File: config.mk
export PLATFORM = sky130hd
export DESIGN_NAME = mem_arbiter
export DESIGN_NICKNAME = d
export VERILOG_FILES = /design/src/rtl/mem_arb_pkg.sv /design/src/rtl/mem_arb_pick.sv /design/src/rtl/mem_arbiter.sv
export SDC_FILE = /design/constraint.sdc
export NUM_CORES = 1
export LEC_CHECK = 0
export BUFFER_PORTS_ARGS = -buffer_cell sky130_fd_sc_hd__buf_2
export CAP_MARGIN = 20
export CORE_ASPECT_RATIO = 1.4
export CORE_MARGIN = 2
export CORE_UTILIZATION = 30
export CTS_CLUSTER_DIAMETER = 30
export DETAILED_ROUTE_END_ITERATION = 8
export PLACE_DENSITY = 0.77
export SETUP_SLACK_MARGIN = 0.5
export SLEW_MARGIN = 20
export SYNTH_ARGS = -nofsm -noshare
export SYNTH_HDL_FRONTEND = slang
export SYNTH_SLANG_ARGS = --single-unit
File: constraint.sdc
create_clock -name clk -period 2.2 [get_ports clk]
set_clock_uncertainty 0.15 [all_clocks]
set_input_delay 0.22 -clock clk [delete_from_list [all_inputs] [get_ports clk]]
set_output_delay 0.22 -clock clk [all_outputs]
set_load 0.02 [all_outputs]
File: src/rtl/mem_arb_pkg.sv
// ---------------------------------------------------------------------------
// mem_arb_pkg
// Shared definitions for the I/D main-memory arbiter.
//   ADDR_W_DEF / DATA_W_DEF : default address and data widths
//   arb_state_e             : arbiter state (IDLE, I_RD, D_RD, D_WR)
// ---------------------------------------------------------------------------
package mem_arb_pkg;

    localparam int ADDR_W_DEF = 16;
    localparam int DATA_W_DEF = 16;

    typedef enum logic [1:0] {
        IDLE = 2'd0,
        I_RD = 2'd1,
        D_RD = 2'd2,
        D_WR = 2'd3
    } arb_state_e;

endpackage

File: src/rtl/mem_arb_pick.sv
// ---------------------------------------------------------------------------
// mem_arb_pick
// Combinational grant decision used while the arbiter is idle.
//   i_re       : I-cache read request
//   d_re, d_we : D-cache read / write-back requests
//   last_d     : 1 when the D side was the last one served
//   lock       : 1 in the idle cycle right after a D write-back completed
//   next_state : state to enter next (IDLE when nobody asks)
// ---------------------------------------------------------------------------
module mem_arb_pick
    import mem_arb_pkg::*;
(
    input  logic       i_re,
    input  logic       d_re,
    input  logic       d_we,
    input  logic       last_d,
    input  logic       lock,
    output arb_state_e next_state
);

    logic       dReq;
    arb_state_e dGrant;

    // The lock keeps a write-back and its refill together; otherwise a
    // lone requester wins outright and a tie goes to whoever was not
    // served last. A write-back request overrides a simultaneous read.
    always_comb begin
        dReq       = d_re | d_we;
        dGrant     = d_we ? D_WR : D_RD;
        next_state = IDLE;
        if (dReq && lock) begin
            next_state = dGrant;
        end else if (dReq && i_re) begin
            next_state = last_d ? I_RD : dGrant;
        end else if (dReq) begin
            next_state = dGrant;
        end else if (i_re) begin
            next_state = I_RD;
        end
    end

endmodule

File: src/rtl/mem_arbiter.sv
// ---------------------------------------------------------------------------
// mem_arbiter
// Shares one main memory between the I-cache and D-cache miss controllers.
// Each side holds a level request until its one-cycle rdy pulse; the
// arbiter serves one side at a time, round-robin on contention, and keeps a
// D write-back followed by its refill read back to back.
//   clk, rst                    : clock, synchronous active-high reset
//   i_re, i_addr                : I-side read request and address
//   i_rdy, i_rdata              : I-side completion pulse and read data
//   d_re, d_we, d_addr, d_wdata : D-side read / write-back request
//   d_rdy, d_rdata              : D-side completion pulse and read data
//   mem_re, mem_we, mem_addr,
//   mem_wdata                   : memory command (combinational from state)
//   mem_rdata, mem_drdy         : memory read data and completion pulse
// ---------------------------------------------------------------------------
module mem_arbiter
    import mem_arb_pkg::*;
#(
    parameter int ADDR_W = ADDR_W_DEF,
    parameter int DATA_W = DATA_W_DEF
) (
    input  logic              clk,
    input  logic              rst,
    input  logic              i_re,
    input  logic [ADDR_W-1:0] i_addr,
    output logic              i_rdy,
    output logic [DATA_W-1:0] i_rdata,
    input  logic              d_re,
    input  logic              d_we,
    input  logic [ADDR_W-1:0] d_addr,
    input  logic [DATA_W-1:0] d_wdata,
    output logic              d_rdy,
    output logic [DATA_W-1:0] d_rdata,
    output logic              mem_re,
    output logic              mem_we,
    output logic [ADDR_W-1:0] mem_addr,
    output logic [DATA_W-1:0] mem_wdata,
    input  logic [DATA_W-1:0] mem_rdata,
    input  logic              mem_drdy
);

    arb_state_e state_q, state_d;
    arb_state_e pickState;
    logic       lastD_q, lastD_d;
    logic       lock_q, lock_d;

    mem_arb_pick u_pick (
        .i_re       (i_re),
        .d_re       (d_re),
        .d_we       (d_we),
        .last_d     (lastD_q),
        .lock       (lock_q),
        .next_state (pickState)
    );

    // Read data goes straight through; it only matters alongside a rdy.
    assign i_rdata = mem_rdata;
    assign d_rdata = mem_rdata;

    // Memory command follows the granted requester's live inputs. A
    // completion pulse returns to IDLE and records who was served; a write-
    // back completion arms the lock for exactly the following idle cycle.
    // If the owner withdraws before the memory answers, the access is
    // dropped silently. rdy is held off while reset is being sampled so an
    // abandoned access never reports completion.
    always_comb begin
        state_d   = state_q;
        lastD_d   = lastD_q;
        lock_d    = lock_q;
        mem_re    = 1'b0;
        mem_we    = 1'b0;
        mem_addr  = '0;
        mem_wdata = '0;
        i_rdy     = 1'b0;
        d_rdy     = 1'b0;
        case (state_q)
            IDLE: begin
                state_d = pickState;
                lock_d  = 1'b0;
            end
            I_RD: begin
                mem_re   = 1'b1;
                mem_addr = i_addr;
                if (mem_drdy) begin
                    i_rdy   = ~rst;
                    lastD_d = 1'b0;
                    state_d = IDLE;
                end else if (!i_re) begin
                    state_d = IDLE;
                end
            end
            D_RD: begin
                mem_re   = 1'b1;
                mem_addr = d_addr;
                if (mem_drdy) begin
                    d_rdy   = ~rst;
                    lastD_d = 1'b1;
                    state_d = IDLE;
                end else if (!(d_re || d_we)) begin
                    state_d = IDLE;
                end
            end
            D_WR: begin
                mem_we    = 1'b1;
                mem_addr  = d_addr;
                mem_wdata = d_wdata;
                if (mem_drdy) begin
                    d_rdy   = ~rst;
                    lastD_d = 1'b1;
                    lock_d  = 1'b1;
                    state_d = IDLE;
                end else if (!(d_re || d_we)) begin
                    state_d = IDLE;
                end
            end
            default: begin
                state_d = IDLE;
            end
        endcase
    end

    // State, round-robin history and lock registers.
    always_ff @(posedge clk) begin
        if (rst) begin
            state_q <= IDLE;
            lastD_q <= 1'b0;
            lock_q  <= 1'b0;
        end else begin
            state_q <= state_d;
            lastD_q <= lastD_d;
            lock_q  <= lock_d;
        end
    end

endmodule

# Yosys cells after proc, flatten, opt, wreduce, memory -nomap -nowiden
# Index checks and enable logic that the tools add are counted.
[classes]
n_reduce_logical = 11
mux = 22
n_mul = 0
div = 0
n_addsub = 0
order_cmp = 0
n_bitwise = 2
n_eq_ne = 8
n_shift = 0
[op_table]
columns = ["cell", "n"]
rows = [
  ["16-bit case mux with 2 select lines", 1],
  ["16-bit 2-to-1 mux", 1],
  ["2-bit 2-to-1 mux", 8],
  ["1-bit 2-to-1 mux", 9],
  ["3-bit != test, second input constant", 2],
  ["2-bit case mux with 3 select lines", 1],
  ["2-bit == test, second input constant", 2],
  ["2-bit != test, second input constant", 2],
  ["1-bit case mux with 2 select lines", 2],
  ["2-bit AND reduction", 2],
  ["2-bit nonzero test", 2],
  ["2-bit OR reduction", 2],
  ["3-bit AND reduction", 1],
  ["2-bit by 1-bit == test with 1-bit output, second input constant", 1],
  ["1-bit logical AND", 2],
  ["2-bit logical NOT", 1],
  ["2-bit by 1-bit != test with 1-bit output, second input constant", 1],
  ["1-bit logical OR", 1],
  ["1-bit inverter", 1],
  ["1-bit OR", 1],
]
[totals]
output_inout_bits = 68
register_bits = 4
word_cells = 46
input_bits = 70
mem_bits_rw = 0
latchBits = 0
n_memories = 0
rom_bits = 0

# Longest topological paths before layout
[logic_depth]
depth_word = 5
depth_mapped = 7
ltp_nobuf = 5

# Modules after synthesis
# Synthesis repeated with hierarchy kept, for this count alone.
[hier_totals]
cells_unflattened = 127
area_unflattened_um2 = 980.9
[by_module_without_submodules]
columns = ["module", "area_each_um2", "cells_per_inst", "n_inst", "seq_area_each_um2"]
rows = [
  ["mem_arbiter", 939.7, 121, 1, 80.1],
  ["mem_arb_pick", 41.3, 6, 1, 0.0],
]

# Worst setup path before layout
# No wires, ideal clock.
[synth_path]
kind = "register -> output"
start = "register state_q[0]"
end = "output mem_addr[10]"
path_stages_with_launch = 7
required_ps = 1830
n_path_buf = 2
slack_ps = 387
arrival_time_ps = 1443
path_cell_list = "dfxtp_1 ha_1 or2_1 buf_6 buf_12 a22oi_2 nor2_1"
[synth_via]
elab_chain_cells = 3
word_cells_on_any_way = 5
cone_classes = "eq/ne: 3; mux: 1; reduce/logical: 1"
[synth_lines]
columns = ["element", "line", "source"]
rows = [
  ["from (decl)", "mem_arbiter.sv:42", "arb_state_e state_q, state_d;"],
  ["from (signal assigned)", "mem_arbiter.sv:129", "state_q <= state_d;"],
  ["2-bit == test", "mem_arbiter.sv:76", "case (state_q)"],
  ["2-bit OR reduction (no line)", "-", ""],
  ["16-bit case mux with 2 select lines (*)", "mem_arbiter.sv:76", ""],
  ["to (decl)", "mem_arbiter.sv:36", "output logic [ADDR_W-1:0] mem_addr,"],
]
# Mark *: on every way between the ends. The rest lies on a longest branch, timed or not.

# Worst setup path after layout
[layout_path]
start = "register state_q[0]"
end = "output mem_addr[15]"
# The elaborated chain is that of the path after synthesis.

==> run metrics <==
status=finished, final reports clean; crit path buf inv count=2; pre-CTS setup slack=between 0.08 and 0.09 ns; YS warnings=0; vias in the first global route=1028; Rel. slew slack=83.1%; Ports=approximately 140; Clock Path Buffers=2; Post-synth top cells=buf_4 (34), and2_1 (16), nor2_1 (16); Worst Setup Start Kind=register; TritonRoute pass-1 iters=2; Antenna diodes=0; CTS tree=done; Iteration-0 DRC Markers=7; VDD IR max=approximately 0.38 mV; mux contribution to synthesized area=under 10%; Critical-path top delay cell=dfxtp_4; Yosys top cell area share=26.4%; PD cells=around 640 nW/um2; number of enable flip-flop cells after synthesis=0; Synth area leaders=buf_4 (26%), a22oi_2 (12%), and2_1 (10%); cell count after placement=around 220; CTS Buf Count=3; area grow syn2layout=48.7%; Post-Syn Area=approximately 970 um2; post-synthesis sequential element count=4; residual DRC count=0; initial antenna violation count=0; fin. max-slew vios=0; Worst path top cell family by delay=flip-flops; RSZ-0062 raised after global routing=true; GPL Wtd Cong=around 0.78; post-synthesis cell count=~130; syn nets=about 200; Setup TNS=0 ns; pin count of the biggest net entering global routing=20; Hold Vio Cnt, Final=0; H-tree depth=1; top-count cell post-synth=buf_4; Main synth FF type=dfxtp_1; Rows=24; CTS clk-pin slew, worst paths=0.03 ns; final wirelength=between 3000 and 4000 um; Cell Chain, Critical Path=inv_4, ha_4, or2_4, a22oi_2, nor2_2, buf_2; Synth Area in Adders=around 6.5%; CORE AREA=around 3100 um2; worst stage delay on the critical path=about 0.37 ns; highest clock rate=548 MHz; Crit path arrival time=between 1 and 1.5 ns; CP Data Required Time=1.83 ns; Post-DP HPWL=2290 um; Skew-Pair Late Insertion Delay=around 0.21 ns; global-route wire length before repair=roughly 4400 um; Tot GR Track Use=15.3%; drt wl/cell=approximately 14 um; fin crit share=between 80% and 90%; Initial Utilization=approximately 31%; Synth Area in Compound Gates=25.1%; Crit. End Element=output pin; Layout Nets=between 200 and 300; Vias/cell=4.57; Die Area=3710 um2; IO buf count=89; Synth async-reset ratio=0%; count of cell types in the netlist=30; DR vias=between 1000 and 1500; Yosys top cell by area=buf_4; share of cells above drive strength 1=73.7%; max cap viols=0; Die W=between 50 and 60 um; Fillers=322; xor/xnor cell area share of the yosys netlist=0%; worst-margin pin slew=0.254 ns; syn_area_per_cell=between 7 and 8 um2; Num Clock Sinks=4; root buf cell=clkbuf_8; Tmin final=approximately 1.8 ns; kind of critical path=register to output pin; Final setup viols=0; Seq/Total Area, Yosys=under 10%; worst setup margin=roughly 0.37 ns; Routed Antenna Nets=0; Synth Area in Simple Gates=24.2%; Crit Path Max Fanout=8; Final Non-Filler Cells=225; largest family of logic cells by synthesized area=buffers and inverters; Die Span Y=about 71 um; global route total overflow=0; Hold WC Path Type=primary input to register; LEAKAGE=about 0.00073 uW
power by group:
group / internal, uW / total, uW / switching [uW] / leakage, uW
clock network: 116 / 152 / 35.4 / 0.0000216
registers: 91.1 / 115 / 23.8 / 0.0000341
logic: 296 / 658 / 362 / 0.000672
placed cells by master, fill, tap and decap left out, types with 2 or more instances in the layout:
| cell type | instances |
|---|---|
| dfxtp_4 | 2 |
| nand2_1 | 5 |
| buf_6 | 5 |
| o21ai_0 | 3 |
| mux2i_1 | 2 |
| ha_4 | 4 |
| or2_4 | 2 |
| clkbuf_8 | 3 |
| nor2_2 | 10 |
| inv_1 | 3 |
| and2_1 | 16 |
| buf_4 | 7 |
| a22oi_2 | 14 |
| a21oi_1 | 3 |
| buf_2 | 81 |
| dfxtp_1 | 2 |
| nor2_1 | 6 |
layer usage:
layer | part of all wire [%] | GRT usage [%]
met1 | 33 | 13.8
met2 | 53 | 29.0
met3 | 12 | 4.79
met4 | 1.8 | 8.19
met5 | 0 | 0
sequential cells by signal (all words and copies together) (netlist names):
register,flops
state_q,2
lastD_q,1
lock_q,1
area by class of cell:
type / instances / area [um2] / area share, %
Timing Repair Buffer: 95 / 559 / 38.8
Multi-Input combinational cell: 79 / 682 / 47.4
Clock buffer: 3 / 41.3 / 2.87
Tap cell: 39 / 48.8 / 3.39
Sequential cell: 4 / 87.6 / 6.08
Inverter: 5 / 21.3 / 1.48
path summary, 6_finish.rpt:
kind | from | endpoint | slack, ns | cells after the start
worst max-delay path | state_q[0] | mem_addr[15] | 0.37 | 6
worst min-delay path | rst | lastD_q | 0.07 | 2
worst max register to register | state_q[0] | state_q[1] | 0.63 | 6
worst min register to register | lastD_q | lastD_q | 0.33 | 2
what timing repair did:
item / CTS / global route
setup buffers: 1 / 1
cloned: 1 / 2
endpoints found under the setup margin: 36 / 35
hold buffers: 0 / 0
resized for setup: 25 / 14
pin swaps: 4 / 5
cells by family (layout without fill, tap and decap cells):
family / count (synthesis) / count (layout)
AND/OR/NAND/NOR: 45 / 46
buffers and inverters: 45 / 103
multiplexers: 2 / 2
adder cells (fa/ha/maj): 5 / 5
AO/OA/AOI/OAI: 26 / 26
flip-flops: 4 / 4
through the flow:
| step | power (uW) | hold WS, ns | utilization, % | cell area [um2] |
|---|---|---|---|---|
| 2_1_floorplan | 588 | 0.139 | - | 997 |
| 3_3_place_gp | 621 | 0.290 | 38.7 | 1200 |
| 3_5_place_dp | 628 | 0.288 | 38.7 | 1200 |
| 4_1_cts | 859 | 0.0618 | 43.0 | 1330 |
| 5_1_grt | 988 | 0.0831 | 46.6 | 1440 |
| 6_report | 925 | 0.0661 | 46.6 | 1440 |
No activity file was read; power rests on OpenSTA's default activity.
